[src/rtl/ssram_pkg.sv]
// ssram_pkg: shared types and constants for the SSRAM arbiter
// Contents: port-ID enum, default tracking depth, idle data pattern.
package ssram_pkg;
  localparam int ID_W = 1;
  localparam int C_FIFO_DEPTHX_DEF = 2;
  localparam logic [31:0] SSRAM_IDLE_DATA = 32'hbaadf00d;
  typedef enum logic [ID_W-1:0] {PORT0 = 1'b0, PORT1 = 1'b1} port_e;
endpackage

[src/rtl/ssram_arb_tagfifo.sv]
// ssram_arb_tagfifo: tracks the port ID of every outstanding read, in issue order
// Ports: clk_i, resetb_i (async active-low), push/din (enqueue ID), pop (dequeue head),
//        full, empty, head (ID of oldest outstanding read).
import ssram_pkg::*;
module ssram_arb_tagfifo #(
  parameter int DX = C_FIFO_DEPTHX_DEF
) (
  input  logic  clk_i,
  input  logic  resetb_i,
  input  logic  push,
  input  logic  pop,
  input  port_e din,
  output logic  full,
  output logic  empty,
  output port_e head
);
  port_e mem [2**DX];
  logic [DX-1:0] wr_ptr, rd_ptr;
  logic [DX:0] cnt;
  // occupancy never exceeds 2**DX, so the top bit alone flags full
  assign full = cnt[DX];
  assign empty = cnt == '0;
  assign head = mem[rd_ptr];
  always_ff @(posedge clk_i) begin
    if (push) mem[wr_ptr] <= din;
  end
  always_ff @(posedge clk_i or negedge resetb_i) begin
    if (!resetb_i) begin
      wr_ptr <= '0;
      rd_ptr <= '0;
      cnt <= '0;
    end else begin
      if (push) wr_ptr <= wr_ptr + 1'b1;
      if (pop) rd_ptr <= rd_ptr + 1'b1;
      cnt <= cnt + {{DX{1'b0}}, push} - {{DX{1'b0}}, pop};
    end
  end
endmodule

[src/rtl/ssram_arb.sv]
// ssram_arb: two-master (fetch / load-store) arbiter onto one pipelined SSRAM target
// Ports: clk_i, resetb_i (async active-low), clk_en_i; m0_*/m1_* request+response
//        channels per master; s_* request+response channel to target; err_o sticky
//        response-without-read flag.
// Option: define SSRAM_ARB_RR_EN for round-robin arbitration; default is fixed port-0 priority.
import ssram_pkg::*;
module ssram_arb #(
  parameter int C_FIFO_DEPTHX = C_FIFO_DEPTHX_DEF
) (
  input  logic        clk_i,
  input  logic        resetb_i,
  input  logic        clk_en_i,
  output logic        m0_treqready_o,
  input  logic        m0_treqvalid_i,
  input  logic        m0_treqdvalid_i,
  input  logic [31:0] m0_treqaddr_i,
  input  logic [31:0] m0_treqdata_i,
  input  logic        m0_trspready_i,
  output logic        m0_trspvalid_o,
  output logic [31:0] m0_trspdata_o,
  output logic        m1_treqready_o,
  input  logic        m1_treqvalid_i,
  input  logic        m1_treqdvalid_i,
  input  logic [31:0] m1_treqaddr_i,
  input  logic [31:0] m1_treqdata_i,
  input  logic        m1_trspready_i,
  output logic        m1_trspvalid_o,
  output logic [31:0] m1_trspdata_o,
  input  logic        s_treqready_i,
  output logic        s_treqvalid_o,
  output logic        s_treqdvalid_o,
  output logic [31:0] s_treqaddr_o,
  output logic [31:0] s_treqdata_o,
  output logic        s_trspready_o,
  input  logic        s_trspvalid_i,
  input  logic [31:0] s_trspdata_i,
  output logic        err_o
);
  logic elig0, elig1, gnt0, gnt1, full, empty, push, pop;
  port_e head;
  // writes need no tracking slot, so they stay eligible while the FIFO is full
  assign elig0 = m0_treqvalid_i & (m0_treqdvalid_i | ~full);
  assign elig1 = m1_treqvalid_i & (m1_treqdvalid_i | ~full);
`ifdef SSRAM_ARB_RR_EN
  port_e last;
  assign gnt1 = elig1 & (~elig0 | last == PORT0);
  always_ff @(posedge clk_i or negedge resetb_i) begin
    if (!resetb_i) last <= PORT1;
    else if (m0_treqready_o | m1_treqready_o) last <= m1_treqready_o ? PORT1 : PORT0;
  end
`else
  assign gnt1 = elig1 & ~elig0;
`endif
  assign gnt0 = elig0 & ~gnt1;
  assign s_treqvalid_o = elig0 | elig1;
  assign s_treqdvalid_o = gnt0 ? m0_treqdvalid_i : gnt1 & m1_treqdvalid_i;
  assign s_treqaddr_o = gnt0 ? m0_treqaddr_i : gnt1 ? m1_treqaddr_i : '0;
  assign s_treqdata_o = gnt0 ? m0_treqdata_i : gnt1 ? m1_treqdata_i : '0;
  assign m0_treqready_o = gnt0 & s_treqready_i & clk_en_i;
  assign m1_treqready_o = gnt1 & s_treqready_i & clk_en_i;
  assign push = (m0_treqready_o | m1_treqready_o) & ~s_treqdvalid_o;
  assign m0_trspvalid_o = s_trspvalid_i & ~empty & head == PORT0;
  assign m1_trspvalid_o = s_trspvalid_i & ~empty & head == PORT1;
  assign m0_trspdata_o = s_trspdata_i;
  assign m1_trspdata_o = s_trspdata_i;
  assign s_trspready_o = empty | (head == PORT1 ? m1_trspready_i : m0_trspready_i);
  assign pop = s_trspvalid_i & s_trspready_o & ~empty & clk_en_i;
  ssram_arb_tagfifo #(.DX(C_FIFO_DEPTHX)) u_tagfifo (
    .clk_i(clk_i),
    .resetb_i(resetb_i),
    .push(push),
    .pop(pop),
    .din(gnt1 ? PORT1 : PORT0),
    .full(full),
    .empty(empty),
    .head(head)
  );
  always_ff @(posedge clk_i or negedge resetb_i) begin
    if (!resetb_i) err_o <= 1'b0;
    else if (s_trspvalid_i & empty & clk_en_i) err_o <= 1'b1;
  end
endmodule

[config.mk]
export PLATFORM = sky130hd
export DESIGN_NAME = ssram_arb
export DESIGN_NICKNAME = d
export VERILOG_FILES = /design/src/rtl/ssram_pkg.sv /design/src/rtl/ssram_arb_tagfifo.sv /design/src/rtl/ssram_arb.sv
export SDC_FILE = /design/constraint.sdc
export NUM_CORES = 1
export LEC_CHECK = 0
export ABC_CLOCK_PERIOD_IN_PS = 5100
export CAP_MARGIN = 20
export CORE_AREA = 3 3 119 121
export DETAILED_ROUTE_END_ITERATION = 8
export DIE_AREA = 0 0 122 124
export GPL_ROUTABILITY_DRIVEN = 0
export PLACE_DENSITY_LB_ADDON = 0.3
export RECOVER_POWER = 50
export SLEW_MARGIN = 20
export SYNTH_ARGS = -nofsm -noshare
export SYNTH_HDL_FRONTEND = slang
export SYNTH_SLANG_ARGS = --single-unit
[constraint.sdc]
create_clock -name clk_i -period 5.1 [get_ports clk_i]
set_input_delay 1.02 -clock clk_i [delete_from_list [all_inputs] [get_ports clk_i]]
set_output_delay 1.02 -clock clk_i [all_outputs]
set_load 0.1 [all_outputs]
# == Word-level counts from Yosys, hierarchy flattened ==
# Memories as Yosys holds them, arrays and structs flattened.
# Index checks and enable logic that the tools add are counted.
# classes
muxes,9
n_reduce_logical,1
bitwise_logic,29
add_sub_neg,4
# ops
cell,n
32-bit 2-to-1 mux,4
1-bit AND,18
1-bit inverter,6
1-bit 2-to-1 mux,5
1-bit OR,5
"2-bit by 1-bit adder with 2-bit output, second input constant",2
3-bit by 1-bit adder with 3-bit output,1
3-bit zero test,1
3-bit by 1-bit subtractor with 3-bit output,1
# totals
output_inout_bits,136
wordCells,48
ff_bits,8
mem_count,1
ram_bits,4
input_bits,171
# mem_list
memory,words,word_bits,rd,rd_ports_with_merged_regs,wr,line,text
u_tagfifo.mem,4,1,1,0,1,ssram_arb_tagfifo.sv:17,port_e mem [2**DX];

# == Longest topological paths before layout ==
# depth
ltp_word,13
ltp_mapped,10
depth_no_buf,10

# == By module ==
# From an unflattened synthesis, not the netlist that was laid out.
# hier_totals
cells_unflattened,276
hier_area_um2,2536.2
# by_module_without_submodules
mod,area_each_um2,seq_area_each_um2,cells_per_inst,instances
ssram_arb,2014.4,25.0,238,1
ssram_arb_tagfifo,521.8,295.3,38,1

# == Worst setup path before layout ==
# No wires, ideal clock.
# synth_timing
kind,input -> output
start,input m0_treqdvalid_i
end,output m1_treqready_o
path_slack_ps,468
t_arrival_ps,3612
required_time_ps,4080
path_stages,4
n_path_buf,2
path_cell_list,o21a_1 buf_2 buf_2 nor3_1
# synth_between
elab_chain_len,6
# synth_rtl
item,line,text
start: declaration,ssram_arb.sv:15,"input logic m0_treqdvalid_i,"
1-bit OR,ssram_arb.sv:42,assign elig0 = m0_treqvalid_i & (m0_treqdvalid_i | ~full);
1-bit AND,ssram_arb.sv:42,
1-bit inverter,ssram_arb.sv:52,assign gnt1 = elig1 & ~elig0;
1-bit AND,ssram_arb.sv:52,
1-bit AND (2 in a row),ssram_arb.sv:60,assign m1_treqready_o = gnt1 & s_treqready_i & clk_en_i;
end: declaration,ssram_arb.sv:21,"output logic m1_treqready_o,"
# Every way passes these cells.

# == Worst setup path in the final report ==
# layout_timing
start,input m0_treqvalid_i
end,output m0_treqready_o
# layout_between
elab_chain_len,7
# layout_rtl
item,line,text
start: declaration,ssram_arb.sv:14,"input logic m0_treqvalid_i,"
1-bit AND *,ssram_arb.sv:42,
1-bit inverter,ssram_arb.sv:52,
1-bit AND,ssram_arb.sv:52,
1-bit inverter,ssram_arb.sv:54,assign gnt0 = elig0 & ~gnt1;
1-bit AND *,ssram_arb.sv:54,
1-bit AND * (2 in a row),ssram_arb.sv:59,assign m0_treqready_o = gnt0 & s_treqready_i & clk_en_i;
end: declaration,ssram_arb.sv:13,"output logic m0_treqready_o,"
# Mark *: on every way between the ends. The rest lies on a longest branch, timed or not.

==> flow_summary.ini <==
[status]
status = complete, no violations

[floorplanning]
die_h_um = 124
dieArea_mm2 = 0.0151
rows = 42
core_mm2 = 0.0132
initial_core_util_pct = 14.1
ios = 307
die_w_um = 122

[global_routing]
grt_overflow_total = 0
grt_usage_pct = 11.2
antenna_found_initial = 0
grt_pass1_vias = 2072
grt_pass1_wl_mm = 12.6
grt_max_degree = 39

[worst_setup_path]
cp_slowest_cell = dlygate4sd3_1
reg2regPathDepth = 10
cpLargestDelayFamily = buffers and inverters
cp_cell_sequence = dlygate4sd3_1, o21a_2, buf_4, and3_1, buf_4
worst-r2r-setup-slack_ns = 2.63
start_kind = input pin
crit_buf_inv = 3
critical_path_required_ns = 4.08
r2r_end = u_tagfifo.cnt[2]$_DFF_PN0_
reg2reg_from = u_tagfifo.rd_ptr[1]$_DFFE_PN0P_
critPathKind = input pin to primary output
cp.arrival_ns = 3.18
end_kind = primary output
crit_path_frequent_cell = buf_4
slowest_delay_ns = 0.60
cp_max_fo = 38

[synthesis]
ys_seq_area_share_pct = 17.2
netlist_area_mm2 = 0.00186
yosysWarningCount = 0
synthDistinctLibCells = 31
synthTopCellsByArea = a22o_1 (30%), buf_4 (26%), dfrtp_1 (11%)
synth_nets = 386
netlist.area_leader.share_pct = 30.1
ys_seq_elements = 12
synth-async-reset-ratio_pct = 66.7
ys.flop_type = dfrtp_1
synth_top_area_cell = a22o_1
synth_edf_count = 4
synth_area_per_cell_um2 = 8.96
syn-instance-count = 208

[power_and_ir_drop]
p_leak_nw = 1.69
combPwrFrac_pct = 83.9
swShare_pct = 59.6
p_int_w = 0.000780
power_density_mw_per_mm2 = 470
p_switching_w = 0.00115
share_seq_of_total_power_pct = 8.7
clkPwrFrac_pct = 7.5
ir_drop_uv = 152

[finish]
utilization_pct = 31.2
areaGrowthSynthToFinish_pct = 120
layout-drive-gt1-share_pct = 22.5
n_fill_cell = 1390
fin_nets = 526
diodes = 0

[timing]
setup_violations = 0
drv_slew = 0
hold_violations = 0
finalCritPeriodShare_pct = 82.4
fmax_mhz = 238
tns_ns = 0
worstMarginPinSlew_ns = 0.977
fin_crit_ns = 4.20
slew_headroom_pct = 34.6
rsz0062_at_grt = no
skew_ns = 0.00281

[clock_tree]
cts_setup_buffers = 0
clock_path_buffers = 2
cts_root_buf = clkbuf_16
h-tree-depth = 1
cts.clk_slew.worst_paths_ns = 0.04
clock_latency_ns = 0.24
cts-buffers-inserted = 3
cts.sinks = 12
cts_tree = built
postCtsHoldBufs = 0
cts_resized = 0

[placement]
portBuffers = 210
place_hpwl_mm = 8.51

[hold_path]
hp-class = flop to flop
min_to = err_o$_DFFE_PN0P_
holdPathStages = 1
hold_path_startpoint = err_o$_DFFE_PN0P_

[routing]
remaining_drc_errors = 0
wire_per_inst_um = 17.9
vias = 2044
drt_iter0_drc = 31
first_pass_iters = 4
viasPerCell = 3.91
postRouteAntennaNets = 0
routed_wl_mm = 9.37

[job]
drv_cap = 0
metal layers:
metal,wire [um],part of all wire [%],track usage [%],up-vias
met5,0,0,0,-
met4,77,0.82,2.17,0
met3,855,9.1,4.09,8
li1,-,-,-,974
met1,3190,34,11.6,929
met2,5240,56,21.7,133
worst reg2reg max path, delay by kind of cell (launching register included):
| family | cells | cell delay (ns) |
|---|---|---|
| adders and majority gates | 3 | 0.83 |
| muxes | 3 | 0.71 |
| DFF | 1 | 0.41 |
| xor gates and xnor gates | 2 | 0.33 |
| and+or+nand+nor | 1 | 0.07 |
| buffers and inverters | 1 | 0.04 |
cells in the mapped netlist, types with 2 or more instances:
library cell and n:
and2_1 4, xnor2_1 3, dfrtp_1 8, buf_4 65
mux2i_1 6, o21ai_1 2, buf_2 6, edfxtp_1 4
nor2b_1 2, buf_6 5, clkbuf_1 2, a22o_1 64
nand2_1 6, ha_1 6, inv_1 6, nor2_1 4
stage by stage:
stage	cell area [um^2]	worst slack (ns)	power, W	hold slack (ns)	instances
CTS	4120	0.918	0.00196	0.478	523
global route	4110	0.726	0.00200	0.485	523
global placement	4040	0.967	0.00179	0.459	519
floorplan	1860	0.468	0.00149	0.483	208
detailed placement	4040	0.916	0.00181	0.465	519
finish	4110	0.900	0.00193	0.473	523
sequential cells by signal, summed over array words and instances, names as in the netlist:
signal,count
u_tagfifo.cnt,3
u_tagfifo.rd_ptr,2
u_tagfifo.wr_ptr,2
err_o,1
u_tagfifo.mem,4
cell families after synthesis:
| kind of cell | Yosys count | synth area share (%) |
|---|---|---|
| fa+ha+maj | 7 | 5.10 |
| simple gates | 22 | 6.64 |
| mux | 7 | 3.83 |
| buf+inv | 85 | 32.6 |
| flops | 12 | 17.2 |
| compound gates | 71 | 32.8 |
| xor+xnor | 4 | 1.88 |
final cells by class:
type	count	area [um^2]	area share [%]
timing repair buffer	213	2530	61.6
sequential	12	320	7.80
inverter	7	26.3	0.639
clock inverter	1	3.75	0.0914
multi-input combinational	111	933	22.7
tap	176	220	5.36
clock buffer	3	75.1	1.83
layout by cell type, fill, tap and decap left out, drive strengths merged, types with 6 or more instances in the layout:
cell type,instances
dfrtp,8
mux2i,6
nand2,6
clkdlybuf4s50,139
ha,6
buf,71
a22o,64
inv,7
how the worst max path moves through the flow:
stage / from / end / depth (start not counted)
after floorplan: m0_treqdvalid_i / m1_treqready_o / 4
after global placement: m0_treqvalid_i / m0_treqready_o / 5
after detailed placement: m0_treqvalid_i / s_treqdata_o[31] / 5
after CTS: m0_treqvalid_i / s_treqdata_o[31] / 5
after global routing: m0_treqvalid_i / s_treqdata_o[31] / 5
final: m0_treqvalid_i / m0_treqready_o / 5
power groups by stage:
| stage | clock network, W | logic (W) | registers [W] |
|---|---|---|---|
| after floorplan | 0 | 0.00129 | 0.000192 |
| after global placement | 0 | 0.00162 | 0.000168 |
| after detailed placement | 0 | 0.00164 | 0.000169 |
| after CTS | 0.000149 | 0.00164 | 0.000168 |
| after global routing | 0.000152 | 0.00168 | 0.000175 |
| final | 0.000144 | 0.00162 | 0.000168 |
(Power assumes the default switching activity.)
